### src/rtl/id_ex_stage.sv
`default_nettype none
// ============================================================================
// Module   : id_ex_stage
// Brief    : ID/EX pipeline register with load-use detection and EX operand
//            forwarding from the EX/MEM and MEM/WB stages.
// Revision : 1.0 - initial release
// ============================================================================
module id_ex_stage (
    input  logic        clk,
    input  logic        reset,
    input  logic        stall,
    input  logic        flush,
    input  logic        id_valid,
    input  logic [63:0] id_pc,
    input  logic [63:0] id_rs1_data,
    input  logic [63:0] id_rs2_data,
    input  logic [63:0] id_imm,
    input  logic [4:0]  id_rs1_addr,
    input  logic [4:0]  id_rs2_addr,
    input  logic [4:0]  id_rd_addr,
    input  logic [3:0]  id_alu_control,
    input  logic        id_alu_src,
    input  logic        id_reg_write,
    input  logic        id_mem_read,
    input  logic        id_mem_write,
    input  logic        id_mem_to_reg,
    input  logic        id_branch,
    input  logic [4:0]  exmem_rd,
    input  logic        exmem_reg_write,
    input  logic [63:0] exmem_alu_result,
    input  logic [4:0]  memwb_rd,
    input  logic        memwb_reg_write,
    input  logic [63:0] memwb_write_data,
    output logic        ex_valid,
    output logic [63:0] ex_pc,
    output logic [63:0] ex_imm,
    output logic [4:0]  ex_rd_addr,
    output logic [3:0]  ex_alu_control,
    output logic [63:0] ex_alu_a,
    output logic [63:0] ex_alu_b,
    output logic [63:0] ex_store_data,
    output logic        ex_reg_write,
    output logic        ex_mem_read,
    output logic        ex_mem_write,
    output logic        ex_mem_to_reg,
    output logic        ex_branch,
    output logic        load_use_hazard
);

    logic        valid_q,       valid_d;
    logic [63:0] pc_q,          pc_d;
    logic [63:0] rs1_data_q,    rs1_data_d;
    logic [63:0] rs2_data_q,    rs2_data_d;
    logic [63:0] imm_q,         imm_d;
    logic [4:0]  rs1_addr_q,    rs1_addr_d;
    logic [4:0]  rs2_addr_q,    rs2_addr_d;
    logic [4:0]  rd_addr_q,     rd_addr_d;
    logic [3:0]  alu_control_q, alu_control_d;
    logic        alu_src_q,     alu_src_d;
    logic        reg_write_q,   reg_write_d;
    logic        mem_read_q,    mem_read_d;
    logic        mem_write_q,   mem_write_d;
    logic        mem_to_reg_q,  mem_to_reg_d;
    logic        branch_q,      branch_d;

    logic [63:0] fwd_rs1;
    logic [63:0] fwd_rs2;

    // A load in EX whose destination is read by the instruction in ID.
    assign load_use_hazard = valid_q & mem_read_q & (rd_addr_q != 5'd0) & id_valid &
                             ((rd_addr_q == id_rs1_addr) | (rd_addr_q == id_rs2_addr));

    always_comb begin
        valid_d       = valid_q;
        pc_d          = pc_q;
        rs1_data_d    = rs1_data_q;
        rs2_data_d    = rs2_data_q;
        imm_d         = imm_q;
        rs1_addr_d    = rs1_addr_q;
        rs2_addr_d    = rs2_addr_q;
        rd_addr_d     = rd_addr_q;
        alu_control_d = alu_control_q;
        alu_src_d     = alu_src_q;
        reg_write_d   = reg_write_q;
        mem_read_d    = mem_read_q;
        mem_write_d   = mem_write_q;
        mem_to_reg_d  = mem_to_reg_q;
        branch_d      = branch_q;
        if (flush || (!stall && load_use_hazard)) begin
            valid_d       = 1'b0;
            pc_d          = 64'd0;
            rs1_data_d    = 64'd0;
            rs2_data_d    = 64'd0;
            imm_d         = 64'd0;
            rs1_addr_d    = 5'd0;
            rs2_addr_d    = 5'd0;
            rd_addr_d     = 5'd0;
            alu_control_d = 4'd0;
            alu_src_d     = 1'b0;
            reg_write_d   = 1'b0;
            mem_read_d    = 1'b0;
            mem_write_d   = 1'b0;
            mem_to_reg_d  = 1'b0;
            branch_d      = 1'b0;
        end else if (!stall) begin
            valid_d       = id_valid;
            pc_d          = id_pc;
            rs1_data_d    = id_rs1_data;
            rs2_data_d    = id_rs2_data;
            imm_d         = id_imm;
            rs1_addr_d    = id_rs1_addr;
            rs2_addr_d    = id_rs2_addr;
            rd_addr_d     = id_rd_addr;
            alu_control_d = id_alu_control;
            alu_src_d     = id_alu_src;
            reg_write_d   = id_reg_write;
            mem_read_d    = id_mem_read;
            mem_write_d   = id_mem_write;
            mem_to_reg_d  = id_mem_to_reg;
            branch_d      = id_branch;
        end
    end

    always_ff @(posedge clk) begin
        if (reset) begin
            valid_q       <= 1'b0;
            pc_q          <= 64'd0;
            rs1_data_q    <= 64'd0;
            rs2_data_q    <= 64'd0;
            imm_q         <= 64'd0;
            rs1_addr_q    <= 5'd0;
            rs2_addr_q    <= 5'd0;
            rd_addr_q     <= 5'd0;
            alu_control_q <= 4'd0;
            alu_src_q     <= 1'b0;
            reg_write_q   <= 1'b0;
            mem_read_q    <= 1'b0;
            mem_write_q   <= 1'b0;
            mem_to_reg_q  <= 1'b0;
            branch_q      <= 1'b0;
        end else begin
            valid_q       <= valid_d;
            pc_q          <= pc_d;
            rs1_data_q    <= rs1_data_d;
            rs2_data_q    <= rs2_data_d;
            imm_q         <= imm_d;
            rs1_addr_q    <= rs1_addr_d;
            rs2_addr_q    <= rs2_addr_d;
            rd_addr_q     <= rd_addr_d;
            alu_control_q <= alu_control_d;
            alu_src_q     <= alu_src_d;
            reg_write_q   <= reg_write_d;
            mem_read_q    <= mem_read_d;
            mem_write_q   <= mem_write_d;
            mem_to_reg_q  <= mem_to_reg_d;
            branch_q      <= branch_d;
        end
    end

    // EX/MEM is the younger producer, so it is checked first; x0 is never forwarded.
    always_comb begin
        fwd_rs1 = rs1_data_q;
        if (exmem_reg_write && (exmem_rd != 5'd0) && (exmem_rd == rs1_addr_q))
            fwd_rs1 = exmem_alu_result;
        else if (memwb_reg_write && (memwb_rd != 5'd0) && (memwb_rd == rs1_addr_q))
            fwd_rs1 = memwb_write_data;
    end

    always_comb begin
        fwd_rs2 = rs2_data_q;
        if (exmem_reg_write && (exmem_rd != 5'd0) && (exmem_rd == rs2_addr_q))
            fwd_rs2 = exmem_alu_result;
        else if (memwb_reg_write && (memwb_rd != 5'd0) && (memwb_rd == rs2_addr_q))
            fwd_rs2 = memwb_write_data;
    end

    assign ex_valid       = valid_q;
    assign ex_pc          = pc_q;
    assign ex_imm         = imm_q;
    assign ex_rd_addr     = rd_addr_q;
    assign ex_alu_control = alu_control_q;
    assign ex_alu_a       = fwd_rs1;
    assign ex_alu_b       = alu_src_q ? imm_q : fwd_rs2;
    assign ex_store_data  = fwd_rs2;
    assign ex_reg_write   = reg_write_q & valid_q;
    assign ex_mem_read    = mem_read_q  & valid_q;
    assign ex_mem_write   = mem_write_q & valid_q;
    assign ex_mem_to_reg  = mem_to_reg_q;
    assign ex_branch      = branch_q    & valid_q;

endmodule
`default_nettype wire

### config.mk
export PLATFORM = sky130hd
export DESIGN_NAME = id_ex_stage
export DESIGN_NICKNAME = d
export VERILOG_FILES = /design/src/rtl/id_ex_stage.sv
export SDC_FILE = /design/constraint.sdc
export NUM_CORES = 1
export LEC_CHECK = 0
export ABC_AREA = 1
export CAP_MARGIN = 20
export CORE_AREA = 2 2 300 302
export CTS_BUF_LIST = sky130_fd_sc_hd__clkbuf_4 sky130_fd_sc_hd__clkbuf_8
export DETAILED_ROUTE_END_ITERATION = 16
export DIE_AREA = 0 0 302 304
export HOLD_SLACK_MARGIN = 0.08
export PLACE_DENSITY_LB_ADDON = 0.15
export SETUP_SLACK_MARGIN = 0.1
export SYNTH_ARGS = -nofsm -noshare
export SYNTH_HDL_FRONTEND = slang
export SYNTH_SLANG_ARGS = --single-unit
### constraint.sdc
create_clock -name clk -period 2.1 [get_ports clk]
set_input_delay 0.42 -clock clk [delete_from_list [all_inputs] [get_ports clk]]
set_output_delay 0.42 -clock clk [all_outputs]
set_load 0.05 [all_outputs]
# Word-level counts from Yosys, hierarchy flattened
# Index checks and enable logic that the tools add are counted.
# word_totals
latchBits,0
word_cells,47
ramBits,0
regBits,282
n_memories,0
output_inout_bits,336
mem_bits_ro,0
in_bits,426
# classes
add_sub_neg,0
n_reduce_logical,13
n_mux,5
n_mul,0
shift,0
bitwise,8
div,0
eq_ne,6
n_lt_le_gt_ge,0
# ops
cell,n
$mux 64,5
$eq 5x5->1,6
$reduce_bool 5->1,3
$and 1x1->1,7
$logic_and 1x1->1,7
$reduce_or 2->1,1
$logic_not 1->1,1
$logic_or 1x1->1,1
$or 1x1->1,1

# Logic depth before layout (Yosys ltp)
# logic_depth
ltp_word,7
mapped_depth,11
mapped_depth_nobuf,10

# Least setup slack after synthesis
# No wires, ideal clock.
# synth_timing
kind,register to output
startpoint,"register valid_q, in the netlist ex_valid"
endpoint,output port load_use_hazard
n_path_buf,0
stages_incl_launch_ff,5
slack_ps,-376
arrival_ps,2056
cell_sequence,dfxtp_1 -> nand2_1 -> inv_1 -> nand3_1 -> a21oi_1
# synth_via
elab_chain_len,4
# synth_lines
element,line,source
from (decl),50,"logic valid_q, valid_d;"
from (signal assigned),142,valid_q <= valid_d;
$and 1x1->1,n/a,
net ex_mem_read,43,"output logic ex_mem_read,"
$and 1x1->1 (3 in a row),70,assign load_use_hazard = valid_q & mem_read_q & (rd_addr_q != 5'd0) & id_valid &
to (decl),47,output logic load_use_hazard
# The timed path passes the listed nets, and every way through them passes these cells.

# Final worst setup path
# layout_timing
startpoint,input port memwb_rd[0]
endpoint,output port ex_alu_b[35]
# layout_via
elab_chain_len,6
# layout_lines
element,line,source
from (decl),31,"input logic [4:0] memwb_rd,"
$reduce_bool 5->1,173,else if (memwb_reg_write && (memwb_rd != 5'd0) && (memwb_rd == rs2_addr_q))
$logic_and 1x1->1,173,
$logic_and 1x1->1 *,173,
$mux 64 *,173,
$mux 64 *,171,if (exmem_reg_write && (exmem_rd != 5'd0) && (exmem_rd == rs2_addr_q))
$mux 64 *,183,assign ex_alu_b = alu_src_q ? imm_q : fwd_rs2;
to (decl),40,"output logic [63:0] ex_alu_b,"
# Every way passes the cells marked *; elsewhere a longest branch is shown, timed or not.

==> results by group <==
Power
  • Clock share of power: between 30% and 40%
  • P per Cell Area: 564 nW/um2
  • P_int: 11.5 mW
  • Worst VDD drop: ~400 uV
  • Reg power frac: between 30 and 40%
  • Static Leakage: about 13 nW
  • Power share of the combinational group: 30.1%
  • Psw: 5.49 mW
  • Sw frac: between 30% and 40%

Timing
  • Period minus WS final: roughly 3 ns
  • Worst Clk Skew: around 0.021 ns
  • Crit share post-route: 139%
  • Final Hold Violating Endpoints: 0
  • Achievable Freq: between 300 and 400 MHz
  • Relative slew slack: roughly 55%
  • Final slew viol count: 0
  • Fin worst setup slack: -0.829 ns
  • Worst hold slack: about 0.32 ns
  • RSZ-0062 raised after global routing: true
  • Worst-margin pin slew: 0.668 ns
  • Finish-stage setup viols: 320

Logic synthesis
  • Synth area leaders: dfxtp_1 (37%), mux2i_1 (14%), nand2_1 (12%)
  • Synth top area share: a little under two fifths
  • Synthesized Nets: 2500
  • Synthesized flop and latch total: about 280
  • Distinct cells, synth: 22
  • Most area-hungry cell type in the Yosys netlist: dfxtp_1
  • Cells after Synth: 2074
  • Post-Syn Area per Cell: 7.34 um2
  • Post-synthesis sequential area ratio: between 30% and 40%
  • Synth warn: 0
  • Synthesized area: 15200 um2

Floorplan
  • Row count: 110
  • Core Region: 89000 um2
  • Die area: approximately 92000 um2
  • Chip Height: 304 um
  • Initial core utilization: between 10% and 20%
  • I/O Pins: roughly 760
  • Die X: 302 um

Clocking
  • Total CTS buffers: 57
  • Clock Latency Late Sink: ~0.70 ns
  • Root Driver: clkbuf_8
  • Number of clock sinks: 282
  • CTS tree: done
  • Clock Tree Buf Depth: 3
  • Htree depth: 2
  • Clock transition at path regs: 0.06 ns
  • Hold-fix buffers at CTS: 0

Global route
  • Initial antenna violation count: 17
  • GRT Overall Usage: around 18%
  • Vias in the first global route: 17959
  • Global-route wire length before repair: about 120000 um
  • Grt total ovfl: 0
  • Pin count of the biggest net entering global routing: 97

Worst setup path
  • Slowest CP cell: clkdlybuf4s50_1
  • Critical Path Source Type: input pin
  • Top cell by count, worst path: buf_12
  • CP Data Required Time: 1.68 ns
  • CP max FO: 8
  • Worst setup EP type: primary output
  • Arr. time, crit path: 2.51 ns
  • Critical path cell sequence: clkdlybuf4s50_1 > nor2_1 > nand3_1 > nand2_1 > nor2_4 > buf_12 > buf_12 > clkbuf_16 > nand3_2 > nand3_2 > nand3_1 > nand2_2 > buf_12
  • CP peak stage delay: 0.61 ns
  • WS Path Type: in -> out

Detailed routing
  • DRT Wirelength: just over 90000 um
  • DRC: 0
  • Starting DRC count in detailed routing: between 800 and 900
  • Via density per instance: 4.24
  • Vias after detailed routing: 17400
  • DR WL/cell: 22.1 um
  • First-pass DRT Iterations: 5
  • Number of routed nets with antenna violations: 0

Placed design
  • Dpl cell area: 26400 um2
  • Setup WS pre-CTS: -0.898 ns
  • Placer Congestion: 0.833
  • Detailed placer's ending HPWL: roughly 65000 um
  • PortBufs: 761

Layout
  • Fillers: 9285
  • Synthesis-to-finish area growth: 97.7%
  • Share of cells above drive strength 1: 29.2%
  • Finished Cell Area: approximately 30000 um2
  • Layout Nets: 3309
  • Core Util, Final: between 30% and 40%

Hold path
  • Hold Crit Class: in -> reg

Run status
  • Status: finished, violations left
  • Failing checks: negative setup slack

Job
  • Maxcap violations: 0
==> worst paths after layout <==
path	from	to	slack, ns	depth (start not counted)
worst max-delay path	memwb_rd[0]	ex_alu_b[35]	-0.83	13
worst min-delay path	id_pc[13]	ex_pc[13]	0.32	3
worst max register to register	ex_rd_addr[1]	rs2_data_q[47]	0.20	9
worst min register to register	ex_alu_control[1]	ex_alu_control[1]	0.51	2
==> layer usage <==
metal	track usage, %	vias up	part of all wire, %
li1	-	8397	-
met1	20.6	8222	40
met2	32.0	639	50
met3	5.83	124	8.0
met4	5.19	18	2.3
met5	0	-	0.12
==> kinds of logic after synthesis <==
logic type	Yosys count	share of synthesized area, %
XOR/XNOR	23	1.32
buffers and inverters	241	8.12
AO/OA/AOI/OAI	77	2.56
AND/OR/NAND/NOR	1242	37.2
multiplexers	209	13.7
flip-flops	282	37.1
==> placed cells by master, fill, tap and decap left out, types with 76 or more instances in the layout <==
cell	count
buf_12	183
nand3_2	102
nor2_1	294
nand2_1	297
dfxtp_1	274
mux2i_1	209
clkdlybuf4s50_1	550
nand3_1	140
buf_4	82
nand3b_1	129
inv_1	79
nand2_2	144
clkbuf_8	76
==> per-stage QoR <==
stage	instances	TNS [ns]	total power, mW
after floorplan	2074	0	8.04
after global placement	3961	-208.42	10.5
after detailed placement	3961	-226.80	10.5
after CTS	4076	-197.02	17.1
after global routing	4102	-214.07	17.7
final	4102	-168.95	17.0
==> power groups by stage <==
| stage | combinational [mW] | sequential, mW | clock (mW) |
|---|---|---|---|
| after floorplan | 1.99 | 6.05 | 0 |
| after global placement | 4.76 | 5.77 | 0 |
| after detailed placement | 4.77 | 5.78 | 0 |
| after CTS | 4.93 | 5.67 | 6.47 |
| after global routing | 5.37 | 5.70 | 6.68 |
| final | 5.11 | 5.68 | 6.18 |
==> layout make-up <==
cell class                 instances  area, um2  area share (%)
tap                             1176       1470            4.89
antenna                            6       15.0          0.0499
timing repair buffer             906      11300            37.6
sequential                       282       5670            18.8
clock buffer                      87       1130            3.75
multi-input combinational       1552      10100            33.5
inverter                          84        329            1.09
clock inverter                     9       80.1           0.266
==> timing repair <==
item,in CTS,in global routing
endpoints found under the setup margin,323,554
pin swaps,64,45
resized for setup,158,279
cloned,7,17
buffers inserted,12,3
==> synth_stat cells (all sizes together) <==
cell type	instances
xnor2	8
buf	111
a21oi	3
and2	64
inv	84
nor2	297
nand2	481
nor3	6
xor2	15
dfxtp	282
nand3b	129
or2	1
mux2i	209
nand3	264
o21ai	74
clkbuf	46
==> worst max-delay path, delay by kind of cell <==
family        cells  cell delay (ns)
buf+inv           5             1.25
simple gates      8             0.80
Note: power is estimated with default switching activity, not from simulation.
==> RTL change 1: new RTL, config.mk and constraints unchanged <==
Make the reset (`reset`) asynchronous in one clocked block.
--- a/src/rtl/id_ex_stage.sv
+++ b/src/rtl/id_ex_stage.sv
@@ -123,3 +123,3 @@
 
-    always_ff @(posedge clk) begin
+    always_ff @(posedge clk or posedge reset) begin
         if (reset) begin
Formal check against the unedited RTL: not equivalent (a bounded check fails within 4 cycles, from zero or initial values and one cycle with reset high; the reset may be asserted at any time).
==> RTL change 1 against the unedited design <==
The run still ends with setup timing left. Power up 13%. Synthesized area up 8.3%. Routed wire length up 15%. Final area up 8.6%. Worst setup slack worse by 0.13 ns. Sequential cell count unchanged. Critical path depth down 2. Critical endpoint is now ex_alu_b[37].
==> RTL change 1: results (changes against the unedited design) <==
| Metric | Value |
|---|---|
| Final nets | 3593 (+8.6%) |
| Outcome | finished, violations left |
| Via count | 20241 (+16%) |
| Count of non-CTS inverters in the layout | 79 (-6.0%) |
| Final setup TNS | -166.78 ns (+2.174 ns) |
| Drt first pass iters | 6 (+1) |
| Setup ws final | -0.9572 ns (-0.1277 ns) |
| Worst setup startpoint | rs2_addr_q[1] |
| GR Util All Layers | 0.2074 (+0.02660) |
| Seq/total area | 0.2165 (+0.02821) |
| Top FF cell, synth | dfrtp_1 |
| CP max stage cell | dfrtp_1 |
| Pre-CTS setup slack | -1.067 ns (-0.1689 ns) |
| Crit path capture | ex_alu_b[37] |
| Max-slew headroom | 0.6148 (+0.06038) |
| Async set-reset flop share out of synthesis | 1.000 (+1.000) |
| Failing checks | setup timing |
| Clock latency on the worst-skew pair | 0.67 ns (-0.03 ns) |
| Register area | 0.007073 mm² (+25%) |
| Syn_area_per_cell | 7.136 µm² (-2.8%) |
| Number of global-route vias before repair | 21022 (+17%) |
| Finished Layout Cells | 4406 (+7.4%) |
| Clkbuf count | 94 (+8.0%) |
| Clock Skew | 0.02756 ns (+0.006689 ns) |
| Worst reg2reg endpoint | rs1_data_q[42] |
| Cell Int Power | 12.19 mW (+6.2%) |
| GPL Wtd Cong | 0.8744 (+4.9%) |
| Overall Power | 19.16 mW (+13%) |
| P_leak | 16.52 nW (+27%) |
| Setup violators final | 193 (-40%) |
RTL change 1: cell count changes in the layout (fill, tap and decap cells not counted), sizes merged, moves of 7 or more:
cell	before	now
buf	342	430
dfrtp	0	282
dlymetal6s2s	0	103
dfxtp	282	0
nand4	0	145
nor2	297	16
clkdlybuf4s50	550	423
mux2i	209	0
diode	6	18
nand2	482	971
clkbuf	100	123
o21ai	74	138
inv	84	77
RTL change 1: kinds of logic after synthesis:
kind of cell	count (synthesis)	synth area share
AOI/OAI and AO/OA	138	0.04211
buffers and inverters	274	0.07155
xor gates and xnor gates	28	0.01487
and+or+nand+nor	1589	0.4436
DFF	282	0.4279
RTL change 1: routing by layer:
layer / GRT usage / routed length, µm
met3: 0.04419 / 6937
met1: 0.2573 / 43220
met2: 0.3569 / 51110
met4: 0.06378 / 2643
met5: 0 / 41
RTL change 1: timing repair:
item	4_1_cts	5_1_grt
setup endpoints to repair	310	338
cloned	13	22
pin swaps	62	184
resized for setup	312	675
buffers inserted	23	20
==> RTL change 2: new RTL, config.mk and constraints unchanged <==
Without the edit above. Take the reset off `rs1_data_q` and load it in a clocked block of its own.
--- a/src/rtl/id_ex_stage.sv
+++ b/src/rtl/id_ex_stage.sv
@@ -127,3 +127,2 @@
             pc_q          <= 64'd0;
-            rs1_data_q    <= 64'd0;
             rs2_data_q    <= 64'd0;
@@ -143,3 +142,2 @@
             pc_q          <= pc_d;
-            rs1_data_q    <= rs1_data_d;
             rs2_data_q    <= rs2_data_d;
@@ -157,2 +155,6 @@
         end
+    end
+
+    always_ff @(posedge clk) begin
+        rs1_data_q <= rs1_data_d;
     end
Formal check against the unedited RTL: not equivalent (Yosys sat finds a counterexample within 4 cycles, from zero or initial values; the reset may be asserted at any time).
==> RTL change 2 against the unedited design <==
The flow still finishes with violations (setup timing). Synthesized area up 1.4%. Power increased by 8.0%. Routed wire length grew 8.7%. Combinational power is 18% higher. Final area up 15%. Worst setup slack worse by 0.11 ns. Clock skew rose by 0.0026 ns. Sequential cell count stayed put. Synthesized cell count down 2.8%. Cell count up 1.2%. Critical endpoint is now ex_store_data[42].
==> RTL change 2: results (changes against the unedited design) <==
| Metric | Value |
|---|---|
| Outcome | finished, violations left |
| Failing checks | setup timing |
| CP max stage cell | dfxtp_4 |
| Final nets | 3336 (+0.82%) |
| Synth Area in Compound Gates | 0.005107 (-0.02046) |
| WL met2 | 50.15 mm (+11%) |
| Setup ws final | -0.9434 ns (-0.1139 ns) |
| Min Hold Slack | 0.1690 ns (-0.1546 ns) |
| Share of layout cells above drive strength 1 | 0.4594 (+0.1673) |
| P_leak | 14.35 nW (+10%) |
| Seq/Total Area, Yosys | 0.3658 (-0.005111) |
| Placement Cell Area | 0.02813 mm² (+6.5%) |
| Worst Hold End | ex_imm[9] |
| Num CTS Buffers | 61 (+7.0%) |
| Crit-path max cell delay | 0.35 ns (-0.26 ns) |
| Peak supply drop | 0.4131 mV (+2.9%) |
| Design Area, Final | 0.03454 mm² (+15%) |
| GPL Wtd Cong | 0.8401 (+0.83%) |
| M1 wire length | 39.36 mm (+9.0%) |
| # fillers | 8874 (-4.4%) |
| Drt first pass iters | 7 (+2) |
| Hpwl dp | 66.85 mm (+3.3%) |
| Synth cell count leaders | nand2_1, dfxtp_1, mux2i_1 |
| Setup violators final | 193 (-40%) |
| Post-synthesis xor/xnor area fraction | 0.01248 (-0.0007498) |
| Drt wl/cell | 23.73 µm (+7.4%) |
| Largest cells by area after synthesis | dfxtp_1, mux2i_1, nand2_1 |
| Pre-CTS setup slack | -1.113 ns (-0.2153 ns) |
| Clock Skew | 0.02346 ns (+0.002597 ns) |
| Hold_sp | stall |
| GRT met2 Usage | 0.3576 (+0.03766) |
| Initial DRC Count | 883 (+1.5%) |
[RTL change 2: cell types whose count changed in the layout (fill, tap and decap cells not counted), moves of 24 or more]
cell and delta:
nor2_1 -104, nand3_1 -112, nand3_4 +71, clkdlybuf4s15_2 +116
nor2_2 +101, buf_12 +81, nand2_4 +131, mux2i_1 +61
clkdlybuf4s50_1 -131, nand2_2 -75, nand3_2 +39, o21ai_0 -61
buf_8 -24, nand2_1 -124
[RTL change 2: worst max-delay path by stage]
stage	depth (start not counted)	from	end	slack [ns]
4_1_cts	15	rs2_addr_q[2]	ex_alu_b[63]	-1.04
6_report	9	rs2_addr_q[3]	ex_store_data[42]	-0.94
3_3_place_gp	11	exmem_rd[3]	ex_alu_b[3]	-1.15
5_1_grt	13	rs2_addr_q[2]	ex_store_data[40]	-1.08
2_1_floorplan	6	exmem_rd[0]	ex_store_data[13]	0.07
3_5_place_dp	11	exmem_rd[3]	ex_alu_b[3]	-1.11
[RTL change 2: cell type report]
cell class,count,share of cell area
Sequential cell,282,0.1643
Tap cell,1176,0.04261
Timing Repair Buffer,981,0.3802
Antenna cell,19,0.001377
Inverter,92,0.01072
Clock inverter,15,0.003514
Clock buffer,94,0.03420
Multi-Input combinational cell,1492,0.3631
[RTL change 2: cell families after synthesis]
group,count (synthesis)
flip-flops,282
XOR/XNOR,22
AO/OA/AOI/OAI,15
buffers and inverters,242
multiplexers,270
AND/OR/NAND/NOR,1184
[RTL change 2: power by group]
group | internal, mW | total [mW] | leakage [nW] | switching, mW
combinational | 2.91 | 6.04 | 11.3 | 3.13
sequential | 5.57 | 5.73 | 2.31 | 0.160
clock | 3.70 | 6.55 | 0.704 | 2.85
[RTL change 2: repair_timing]
action	CTS	global route
cloned	34	12
gates resized for setup	1024	119
pin swaps	134	169
buffers inserted	32	14
setup endpoints to repair	318	197
